$ cat src/rtl/rat_ckpt_pkg.sv
// Shared widths, types and helpers for the checkpointed rename map table.
// Every other rat_ckpt file imports this package.
package rat_ckpt_pkg;
    localparam int N        = 2;
    localparam int ARCH_SZ  = 32;
    localparam int PHYS_SZ  = 64;
    localparam int CKPTS    = 4;
    localparam int FL_SZ    = PHYS_SZ - ARCH_SZ;
    localparam int ARN_W    = $clog2(ARCH_SZ);
    localparam int PRN_W    = $clog2(PHYS_SZ);
    localparam int CKPT_W   = $clog2(CKPTS);
    localparam int SLOT_W   = (N > 1) ? $clog2(N) : 1;
    localparam int FL_PTR_W = $clog2(FL_SZ) + 1;
    localparam int CK_PTR_W = CKPT_W + 1;

    typedef logic [ARN_W-1:0]    arn_t;
    typedef logic [PRN_W-1:0]    prn_t;
    typedef logic [CKPT_W-1:0]   ckpt_id_t;
    typedef logic [FL_PTR_W-1:0] fl_ptr_t;
    typedef logic [CK_PTR_W-1:0] ck_ptr_t;
    typedef logic [SLOT_W:0]     slot_cnt_t;
    typedef logic [ARCH_SZ-1:0][PRN_W-1:0] map_t;

    typedef struct packed {
        map_t    map;
        fl_ptr_t head;
    } snap_t;

    function automatic map_t identity_map();
        map_t m;
        for (int i = 0; i < ARCH_SZ; i++) begin
            m[i] = prn_t'(i);
        end
        return m;
    endfunction
endpackage

$ cat src/rtl/rat_ckpt_free_list.sv
// Circular free-PRN FIFO with extended (wrap-bit) pointers, N pops and N pushes per cycle,
// head restore for branch recovery and full reclaim on flush.
module rat_ckpt_free_list
    import rat_ckpt_pkg::*;
(
    input  logic                    clock,
    input  logic                    reset,
    input  fl_ptr_t                 pop_cnt_i,
    input  logic [N-1:0]            push_valid_i,
    input  logic [N-1:0][PRN_W-1:0] push_prn_i,
    input  logic                    restore_i,
    input  fl_ptr_t                 restore_head_i,
    input  logic                    flush_i,
    output logic [N-1:0][PRN_W-1:0] head_prn_o,
    output fl_ptr_t                 head_o,
    output fl_ptr_t                 free_cnt_o
);
    localparam int IDX_W = FL_PTR_W - 1;

    prn_t    fl_q [FL_SZ];
    fl_ptr_t head_q, head_d;
    fl_ptr_t tail_q, tail_d;
    fl_ptr_t push_ptr [N];
    fl_ptr_t rd_ptr;
    fl_ptr_t fill_after;

    always_comb begin
        tail_d = tail_q;
        for (int i = 0; i < N; i++) begin
            push_ptr[i] = tail_d;
            if (push_valid_i[i]) tail_d = tail_d + fl_ptr_t'(1);
        end
        // Non-free slots are exactly the in-flight PRNs, so placing head one full lap
        // behind the new tail hands all of them back at once.
        if (flush_i)        head_d = {~tail_d[FL_PTR_W-1], tail_d[IDX_W-1:0]};
        else if (restore_i) head_d = restore_head_i;
        else                head_d = head_q + pop_cnt_i;
    end

    always_comb begin
        rd_ptr = head_q;
        for (int k = 0; k < N; k++) begin
            rd_ptr        = head_q + fl_ptr_t'(k);
            head_prn_o[k] = fl_q[rd_ptr[IDX_W-1:0]];
        end
    end

    assign head_o     = head_q;
    assign free_cnt_o = tail_q - head_q;
    assign fill_after = tail_d - head_q;

    always_ff @(posedge clock) begin
        if (reset) begin
            head_q <= '0;
            tail_q <= fl_ptr_t'(FL_SZ);
            for (int i = 0; i < FL_SZ; i++) begin
                fl_q[i] <= prn_t'(ARCH_SZ + i);
            end
        end else begin
            head_q <= head_d;
            tail_q <= tail_d;
            for (int i = 0; i < N; i++) begin
                if (push_valid_i[i]) fl_q[push_ptr[i][IDX_W-1:0]] <= push_prn_i[i];
            end
        end
    end

    always_ff @(posedge clock) begin
        if (!reset) assert (fill_after <= fl_ptr_t'(FL_SZ));
    end
endmodule

$ cat src/rtl/rat_ckpt.sv
// Rename map table with per-branch checkpoints: single-cycle mispredict recovery from
// snapshots, full flush reload from the retirement map.
module rat_ckpt
    import rat_ckpt_pkg::*;
(
    input  logic                     clock,
    input  logic                     reset,
    // Group handshake: rn_valid_i qualifies each slot; rn_ready_o accepts the whole group
    // in the same cycle or none of it, and an unaccepted group must be held and re-presented.
    input  logic [N-1:0]             rn_valid_i,
    input  logic [N-1:0][ARN_W-1:0]  rn_dest_arn_i,
    input  logic [N-1:0][ARN_W-1:0]  rn_op1_arn_i,
    input  logic [N-1:0][ARN_W-1:0]  rn_op2_arn_i,
    input  logic [N-1:0]             rn_is_branch_i,
    output logic                     rn_ready_o,
    output logic [N-1:0][PRN_W-1:0]  rn_op1_prn_o,
    output logic [N-1:0][PRN_W-1:0]  rn_op2_prn_o,
    output logic [N-1:0][PRN_W-1:0]  rn_dest_prn_o,
    output logic [N-1:0][PRN_W-1:0]  rn_old_prn_o,
    output logic [N-1:0][CKPT_W-1:0] rn_ckpt_id_o,
    input  logic [N-1:0]             ct_free_valid_i,
    input  logic [N-1:0][PRN_W-1:0]  ct_free_prn_i,
    input  logic                     br_valid_i,
    input  logic [CKPT_W-1:0]        br_ckpt_id_i,
    input  logic                     br_mispredict_i,
    input  logic                     flush_i,
    input  map_t                     flush_map_i,
    output logic [FL_PTR_W-1:0]      dbg_free_cnt_o,
    output logic [CK_PTR_W-1:0]      dbg_ck_live_o
);
    map_t      table_q;
    snap_t     snap_q [CKPTS];
    ck_ptr_t   ck_head_q, ck_tail_q;
    logic [CKPTS-1:0] resolved_q;

    fl_ptr_t   fl_head, fl_free_cnt;
    logic [N-1:0][PRN_W-1:0] fl_head_prn;

    map_t      work;
    slot_cnt_t pops, brs;
    logic [N-1:0][PRN_W-1:0]  op1_raw, op2_raw, dest_raw, old_raw;
    logic [N-1:0][CKPT_W-1:0] ckid_raw;
    logic [N-1:0] snap_we;
    ckpt_id_t  snap_id [N];
    snap_t     snap_w  [N];

    ck_ptr_t   ck_live, ck_free, retire_cnt;
    ckpt_id_t  br_off, kid;
    logic      br_live, recover, rec_hit, res_hit, accept, stop;
    logic [CKPTS-1:0] res_vec;

    assign ck_live = ck_tail_q - ck_head_q;
    assign ck_free = ck_ptr_t'(CKPTS) - ck_live;
    assign recover = br_valid_i && br_mispredict_i;
    assign br_off  = br_ckpt_id_i - ck_head_q[CKPT_W-1:0];
    assign br_live = ck_ptr_t'(br_off) < ck_live;
    assign rec_hit = !flush_i && recover && br_live;
    assign res_hit = !flush_i && br_valid_i && !br_mispredict_i && br_live;

    // Walk the group in slot order so younger slots see older slots' new mappings.
    always_comb begin
        work     = table_q;
        pops     = '0;
        brs      = '0;
        op1_raw  = '0;
        op2_raw  = '0;
        dest_raw = '0;
        old_raw  = '0;
        ckid_raw = '0;
        snap_we  = '0;
        for (int i = 0; i < N; i++) begin
            snap_id[i] = '0;
            snap_w[i]  = '0;
            if (rn_valid_i[i]) begin
                if (rn_op1_arn_i[i] != '0) op1_raw[i] = work[rn_op1_arn_i[i]];
                if (rn_op2_arn_i[i] != '0) op2_raw[i] = work[rn_op2_arn_i[i]];
                if (rn_dest_arn_i[i] != '0) begin
                    old_raw[i]              = work[rn_dest_arn_i[i]];
                    dest_raw[i]             = fl_head_prn[pops[SLOT_W-1:0]];
                    work[rn_dest_arn_i[i]]  = dest_raw[i];
                    pops                    = pops + slot_cnt_t'(1);
                end
                if (rn_is_branch_i[i]) begin
                    snap_we[i]     = 1'b1;
                    snap_id[i]     = ck_tail_q[CKPT_W-1:0] + ckpt_id_t'(brs);
                    ckid_raw[i]    = snap_id[i];
                    snap_w[i].map  = work;
                    snap_w[i].head = fl_head + fl_ptr_t'(pops);
                    brs            = brs + slot_cnt_t'(1);
                end
            end
        end
    end

    assign accept = !flush_i && !recover
                 && (fl_ptr_t'(pops) <= fl_free_cnt)
                 && (ck_ptr_t'(brs) <= ck_free);

    assign rn_ready_o    = accept;
    assign rn_op1_prn_o  = accept ? op1_raw  : '0;
    assign rn_op2_prn_o  = accept ? op2_raw  : '0;
    assign rn_dest_prn_o = accept ? dest_raw : '0;
    assign rn_old_prn_o  = accept ? old_raw  : '0;
    assign rn_ckpt_id_o  = accept ? ckid_raw : '0;

    // A resolution arriving this cycle counts, so the oldest run of resolved slots frees now.
    always_comb begin
        res_vec = resolved_q;
        if (res_hit) res_vec[br_ckpt_id_i] = 1'b1;
        retire_cnt = '0;
        stop       = 1'b0;
        kid        = '0;
        for (int k = 0; k < CKPTS; k++) begin
            kid = ck_head_q[CKPT_W-1:0] + ckpt_id_t'(k);
            if (!stop && (ck_ptr_t'(k) < ck_live) && res_vec[kid]) begin
                retire_cnt   = retire_cnt + ck_ptr_t'(1);
                res_vec[kid] = 1'b0;
            end else begin
                stop = 1'b1;
            end
        end
        for (int i = 0; i < N; i++) begin
            if (accept && snap_we[i]) res_vec[snap_id[i]] = 1'b0;
        end
    end

    always_ff @(posedge clock) begin
        if (reset) begin
            table_q    <= identity_map();
            ck_head_q  <= '0;
            ck_tail_q  <= '0;
            resolved_q <= '0;
        end else if (flush_i) begin
            table_q    <= flush_map_i;
            ck_tail_q  <= ck_head_q;
            resolved_q <= '0;
        end else if (rec_hit) begin
            table_q    <= snap_q[br_ckpt_id_i].map;
            ck_tail_q  <= ck_head_q + ck_ptr_t'(br_off);
        end else if (!recover) begin
            if (accept) table_q <= work;
            ck_tail_q  <= ck_tail_q + (accept ? ck_ptr_t'(brs) : '0);
            ck_head_q  <= ck_head_q + retire_cnt;
            resolved_q <= res_vec;
        end
    end

    always_ff @(posedge clock) begin
        for (int i = 0; i < N; i++) begin
            if (accept && snap_we[i]) snap_q[snap_id[i]] <= snap_w[i];
        end
    end

    rat_ckpt_free_list u_free_list (
        .clock          (clock),
        .reset          (reset),
        .pop_cnt_i      (accept ? fl_ptr_t'(pops) : '0),
        .push_valid_i   (ct_free_valid_i),
        .push_prn_i     (ct_free_prn_i),
        .restore_i      (rec_hit),
        .restore_head_i (snap_q[br_ckpt_id_i].head),
        .flush_i        (flush_i),
        .head_prn_o     (fl_head_prn),
        .head_o         (fl_head),
        .free_cnt_o     (fl_free_cnt)
    );

    assign dbg_free_cnt_o = fl_free_cnt;
    assign dbg_ck_live_o  = ck_live;
endmodule
$ cat config.mk
export PLATFORM = sky130hd
export DESIGN_NAME = rat_ckpt
export DESIGN_NICKNAME = d
export VERILOG_FILES = /design/src/rtl/rat_ckpt_pkg.sv /design/src/rtl/rat_ckpt_free_list.sv /design/src/rtl/rat_ckpt.sv
export SDC_FILE = /design/constraint.sdc
export NUM_CORES = 2
export LEC_CHECK = 0
export CORE_UTILIZATION = 50
export CTS_BUF_LIST = sky130_fd_sc_hd__clkbuf_4
export CTS_CLUSTER_SIZE = 10
export DETAILED_ROUTE_END_ITERATION = 16
export PLACE_DENSITY_LB_ADDON = 0.15
export SLEW_MARGIN = 20
export SYNTH_ARGS = -nofsm -noshare
export SYNTH_HDL_FRONTEND = slang
export SYNTH_SLANG_ARGS = --single-unit
$ cat constraint.sdc
create_clock -name clock -period 43.9 [get_ports clock]
set_input_delay 6.585 -clock clock [delete_from_list [all_inputs] [get_ports clock]]
set_output_delay 6.585 -clock clock [all_outputs]
set_load 0.1 [all_outputs]
---- Word-level counts from Yosys, hierarchy flattened ----
Memories as Yosys holds them, arrays and structs flattened. A register that Yosys moved wholly into a read port is not among the register bits.
Cells that the tools add are included.
word-level totals
  register bits ........................... 214
  latch bits .............................. 0
  memory bits (writable) .................. 984
  ROM bits ................................ 0
  input bits .............................. 247
  output and inout bits ................... 62
  memories ................................ 2
operators by class
  $add $sub $neg .......................... 22
  $mul .................................... 0
  divide/modulo/power cells ............... 0
  magnitude comparators ................... 30
  equal/unequal tests ..................... 1
  shifts and indexed selects .............. 0
  mux-type cells .......................... 135
  bitwise operators ....................... 17
  reduce and logical (&&, ||, !) cells .... 45
memory list
  name              depth  bits a word  read ports  clocked after Yosys merged registers in  wr ports  RTL line                  source
  snap_q            4      198          1           0                                        2         rat_ckpt.sv:32            snap_t snap_q [CKPTS];
  u_free_list.fl_q  32     6            2           1                                        32        rat_ckpt_free_list.sv:20  prn_t fl_q [FL_SZ];
operators by type and width
  cell                                                                                 count
  192-bit two-way mux                                                                  8
  198-bit two-way mux                                                                  4
  192-bit bitwise mux                                                                  2
  6-bit two-way mux                                                                    32
  6-bit binary-select mux with 5-bit select                                            6
  6-bit demux with 5-bit select                                                        2
  12-bit two-way mux                                                                   4
  5-bit by 6-bit < comparator with 1-bit output, second input constant                 6
  1-bit two-way mux                                                                    36
  4-bit two-way mux                                                                    8
  5-bit nonzero test                                                                   6
  1-bit logical AND                                                                    27
  2-bit two-way mux                                                                    13
  4-bit bitwise AND                                                                    6
  4-bit NOT                                                                            6
  2-bit by 3-bit < comparator with 1-bit output, second input constant                 7
  6-bit by 2-bit adder with 6-bit output                                               3
  3-bit two-way mux                                                                    6
  5-bit two-way mux                                                                    3
  1-bit demux with 2-bit select                                                        7
  2-bit by 1-bit greater-or-equal comparator with 1-bit output, second input constant  7
  6-bit by 1-bit adder with 6-bit output, second input constant                        2
  6-bit OR reduction                                                                   2
  5-bit by 1-bit greater-or-equal comparator with 1-bit output, second input constant  2
  other kinds (26)                                                                     45

---- Longest topological paths before layout ----
  word-level depth ........................ 26
  mapped depth ............................ 25
  gate-level depth less buffers ........... 23

---- Hierarchy ----
From an unflattened synthesis, not the netlist that was laid out.
unflattened totals
  cell total of the unflattened synthesis .. 8091
  area, all modules ....................... 80932.6 um2
by module, submodules not included
  module              instances  cells each  area an instance (um2)  seq. area each (um2)
  rat_ckpt            1          6954        67168.2                 27826.7
  rat_ckpt_free_list  1          1137        13764.5                 6005.8

---- Least setup slack after synthesis ----
OpenSTA, ideal clock, no wires.
  path type ............................... input -> register
  start point ............................. input port rn_valid_i[0]
  end point ............................... register resolved_q[0]
  arrival time ............................ 25.775 ns
  slack ................................... 17.990 ns
  stages on the path ...................... 19
  path buffers ............................ 6
  cell sequence ........................... clkbuf_1 -> clkbuf_1 -> buf_1 -> nand2_1 -> inv_1 -> clkbuf_1 -> clkbuf_1 -> ha_1 -> a21oi_1 -> ha_1 -> inv_1 -> a21oi_1 -> a211oi_1 -> a311oi_1 -> clkbuf_1 -> nand2_1 -> o31ai_1 -> a2111oi_0 -> a32o_1
on the way
  word-level cells in the longest chain between the ends .. 12
ends and longest elaborated chain
  item                                                       RTL line         source
  from (decl)                                                rat_ckpt.sv:10   input logic [N-1:0] rn_valid_i,
  2-bit two-way mux                                          rat_ckpt.sv:74   if (rn_valid_i[i]) begin
  2-bit by 1-bit adder with 2-bit output                     rat_ckpt.sv:81   pops = pops + slot_cnt_t'(1);
  2-bit two-way mux                                          rat_ckpt.sv:77   if (rn_dest_arn_i[i] != '0) begin
  2-bit two-way mux (2 in series)                            rat_ckpt.sv:74
  2-bit by 6-bit less-or-equal comparator with 1-bit output  rat_ckpt.sv:96   && (fl_ptr_t'(pops) <= fl_free_cnt)
  1-bit logical AND                                          rat_ckpt.sv:96
  1-bit logical AND                                          rat_ckpt.sv:97   && (ck_ptr_t'(brs) <= ck_free);
  1-bit logical AND                                          rat_ckpt.sv:123  if (accept && snap_we[i]) res_vec[snap_id[i]] = 1'b0;
  4-bit two-way mux                                          rat_ckpt.sv:123
  4-bit bitwise AND (no line)                                --
  4-bit two-way mux *                                        rat_ckpt.sv:123
  to (signal assigned)                                       rat_ckpt.sv:144  resolved_q <= res_vec;
  to (decl)                                                  rat_ckpt.sv:34   logic [CKPTS-1:0] resolved_q;
Mark *: on every way between the ends. The rest lies on a longest branch, timed or not. The select of a mux whose other input is x is not followed.
A chain may end at the register's enable or synchronous reset.

==> metrics.md <==
| Metric | Value |
|---|---|
| Crit path capture | rn_op2_prn_o[6] |
| Post-layout util | 0.5588 |
| DIE AREA | roughly 0.16 mm² |
| Hold Worst Slack | ~0.48 ns |
| DIE HEIGHT | just over 400 µm |
| Buf/Inv on CP | 5 |
| Port-buffer cells | around 300 |
| Post-DR wirelength/cell | 34.57 µm |
| Hpwl dp | 233.6 mm |
| Slowest-stage cell, CP | clkdlybuf4s50_1 |
| Worst setup EP type | output pin |
| GRT overflow | 0 |
| Via count | 71250 |
| Largest net degree at the start of global routing | around 120 |
| Worst reg2reg setup slack | between 30 and 40 ns |
| Clk_skew | 0.1295 ns |
| ANT nets after route | 0 |
| R2R cell count | 14 |
| CP dominant cell by count | buf_4 |
| Cts-stage hold buffer count | 0 |
| Cells after synthesis | between 7000 and 8000 |
| Setup CP Type | primary input to output pin |
| Core area | 0.1606 mm² |
| CTS clk-pin slew, worst paths | roughly 0.06 ns |
| Synth area leaders | edfxtp_1 (37%), mux4_2 (17%), mux2i_1 (11%) |
| Post-synth EDFFs | around 980 |
| Count of pins over their slew limit | 0 |
| Ports | 309 |
| DR iter-0 viols | 11810 |
| Final hold vios | 0 |
| Worst setup startpoint | rn_dest_arn_i[1] |
| Worst min path class | flip-flop to flip-flop |
| Drc violations | 0 |
| CP Depth | 14 |
| RSZ-0062 raised after global routing | false |
| Setup bufs post-CTS | 0 |
| Total CTS buffers | 347 |
| Area grow syn2layout | 10.92% |
| List of most frequent post-synthesis cells | nor2_1 (1055), edfxtp_1 (984), mux2i_1 (891), nand2_1 (735), mux4_2 (610) |
| Slowest cell delay on critical path | 1.16 ns |
| Clk_lat worst skew | 1.44 ns |
| Final worst-path cycle share | 0.4597 |
| Total Routed Length | 348.8 mm |
| Crit path time final | 20.18 ns |
| Worst-Margin Slew | ~1.3 ns |
| Crit path launch type | primary input |
| Crit-path cells | buf_2 > buf_4 > buf_4 > nand2_1 > nor2_1 > nand2_1 > nor2_1 > a21oi_1 > mux4_2 > mux2i_1 > o21ai_0 > a2111oi_1 > buf_4 > clkdlybuf4s50_1 |
| Async SR Flop Fraction | 0 |
| Most frequent cell after synthesis | nor2_1 |
| Syn Nets | 7877 |
| Top cell type's share of synthesized area | 0.3653 |
| RR Startpoint | u_free_list.head_o[1] |
| Synth Cell Area | 0.08089 mm² |
| Max IR drop VDD | 0.03254 mV |
| First-pass GRT wire length | 490.8 mm |
| Post_cts resized | 0 |
| Top_reg_cell synth | edfxtp_1 |
| Power Density | 40.73 mW/mm² |
| Initial cell density of the core | 0.5038 |
| Distinct cells, synth | 89 |
| Critical path arrival | 13.59 ns |
| Worst slew margin | 0.1324 |
| Syn. warnings | 0 |
| TritonRoute pass-1 iters | 7 |
| Peak Freq | 49.56 MHz |
| Initial antenna violation count | 31 |
| Maxcap violations | 0 |
| CP top delay family | buffers and inverters |
| CTS max path bufs | 4 |
| Yosys top cell by area | edfxtp_1 |
| Reg2reg end | snap_q[0][117] |
| Synth Register Bits | between 1000 and 1500 |
| GP Congestion | 1.103 |
| Sink Count | 1198 |
| FP Rows | 147 |
| CTS tree | yes |
| Min-delay src | resolved_q[2] |
| Root Driver | clkbuf_4 |
| Vias in the first global route | 67160 |
| P_leak | ~33 nW |
| Layout Nets | between 7000 and 8000 |
| Via density | 7.061 |
| Number of H-tree levels | 5 |
| Endpoints failing setup | 0 |
| Req. time, crit path | 37.31 ns |
| Sequential share of the synthesized area | 0.4182 |
| Syn Area/Cell | 10.67 µm² |
| Final setup TNS | 0 ns |
| Crit-path max FO | 27 |
| Layout cells sized above 1 | 0.1860 |
| All-Layer GR Usage | 0.4186 |
| Die X | 404.2 µm |
| Status | finished, final reports clean |
where the power goes:
group / total [mW] / internal (mW) / switching, mW
clock: 1.10 / 0.576 / 0.521
combinational: 1.16 / 0.361 / 0.794
sequential: 1.40 / 1.30 / 0.101
total: 3.65 / 2.24 / 1.42
per-layer routing:
metal,global-route usage,vias to the layer above,share of wire
li1,-,29240,-
met2,0.6028,5846,0.42
met4,0.2210,40,0.062
met1,0.5392,34830,0.36
met3,0.1677,1299,0.15
met5,0.006839,-,0.0016
per-stage QoR:
| stage | cells | cell area [µm²] | worst slack (ns) | total power [mW] |
|---|---|---|---|---|
| 6_report | 10090 | 89730 | 23.72 | 3.655 |
| 5_1_grt | 10090 | 89710 | 23.76 | 3.727 |
| 4_1_cts | 10070 | 89650 | 24.04 | 3.593 |
| 3_5_place_dp | 9459 | 85210 | 24.05 | 2.508 |
| 3_3_place_gp | 9458 | 85200 | 23.91 | 2.500 |
| 2_1_floorplan | 7578 | 80890 | 17.99 | 2.064 |
registers in the layout, indices dropped and copies added, names as in the netlist:
register and flops:
u_free_list.head_o 6, u_free_list.tail_q 6, resolved_q 4, ck_tail_q 3, u_free_list.fl_q 192, snap_q 792
ck_head_q 3, table_q 192
worst register-to-register path, delay by kind of cell (launching register included):
| kind | cells | cell delay [ns] |
|---|---|---|
| AO/OA/AOI/OAI | 4 | 1.29 |
| adder cells (fa/ha/maj) | 2 | 0.98 |
| buffers and inverters | 7 | 3.90 |
| flip-flops | 1 | 0.72 |
| AND/OR/NAND/NOR | 1 | 0.62 |
worst min path at each step:
stage,depth (start not counted),to,slack (ns)
2_1_floorplan,2,resolved_q[2],0.44
3_3_place_gp,2,resolved_q[2],0.46
3_5_place_dp,2,resolved_q[2],0.47
4_1_cts,2,resolved_q[2],0.47
5_1_grt,2,resolved_q[2],0.50
6_report,2,resolved_q[2],0.48
cells by family after synthesis:
logic type	after synthesis	share of synthesized area
AO/OA/AOI/OAI	1477	0.1154
buffers and inverters	826	0.04009
AND/OR/NAND/NOR	2458	0.1287
XOR/XNOR	34	0.003867
flip-flops	1198	0.4182
multiplexers	1533	0.2850
adder cells (fa/ha/maj)	52	0.008786
area by class of cell:
cell class | count | area [µm²]
Antenna cell | 17 | 42.54
Clock buffer | 542 | 4069
Clock inverter | 72 | 370.4
Fill cell | 13970 | 70840
Inverter | 67 | 256.5
Multi-Input combinational cell | 5554 | 44050
Sequential cell | 1198 | 33840
Tap cell | 2160 | 2703
Timing Repair Buffer | 481 | 4395
placed cells by master (no fill, tap or decap), types with 43 or more instances in the layout:
| cell type | instances |
|---|---|
| nor2_1 | 1052 |
| edfxtp_1 | 984 |
| mux2i_1 | 888 |
| nand2_1 | 734 |
| mux4_2 | 610 |
| clkbuf_4 | 542 |
| a21oi_1 | 461 |
| nor3_1 | 405 |
| o21ai_0 | 343 |
| clkdlybuf4s50_1 | 285 |
| o211ai_1 | 228 |
| dfxtp_1 | 212 |
| buf_4 | 173 |
| a211oi_1 | 134 |
| a211o_1 | 65 |
| clkinv_1 | 57 |
| inv_1 | 56 |
| nand3_1 | 52 |
| ha_1 | 43 |
(Power assumes the default switching activity.)
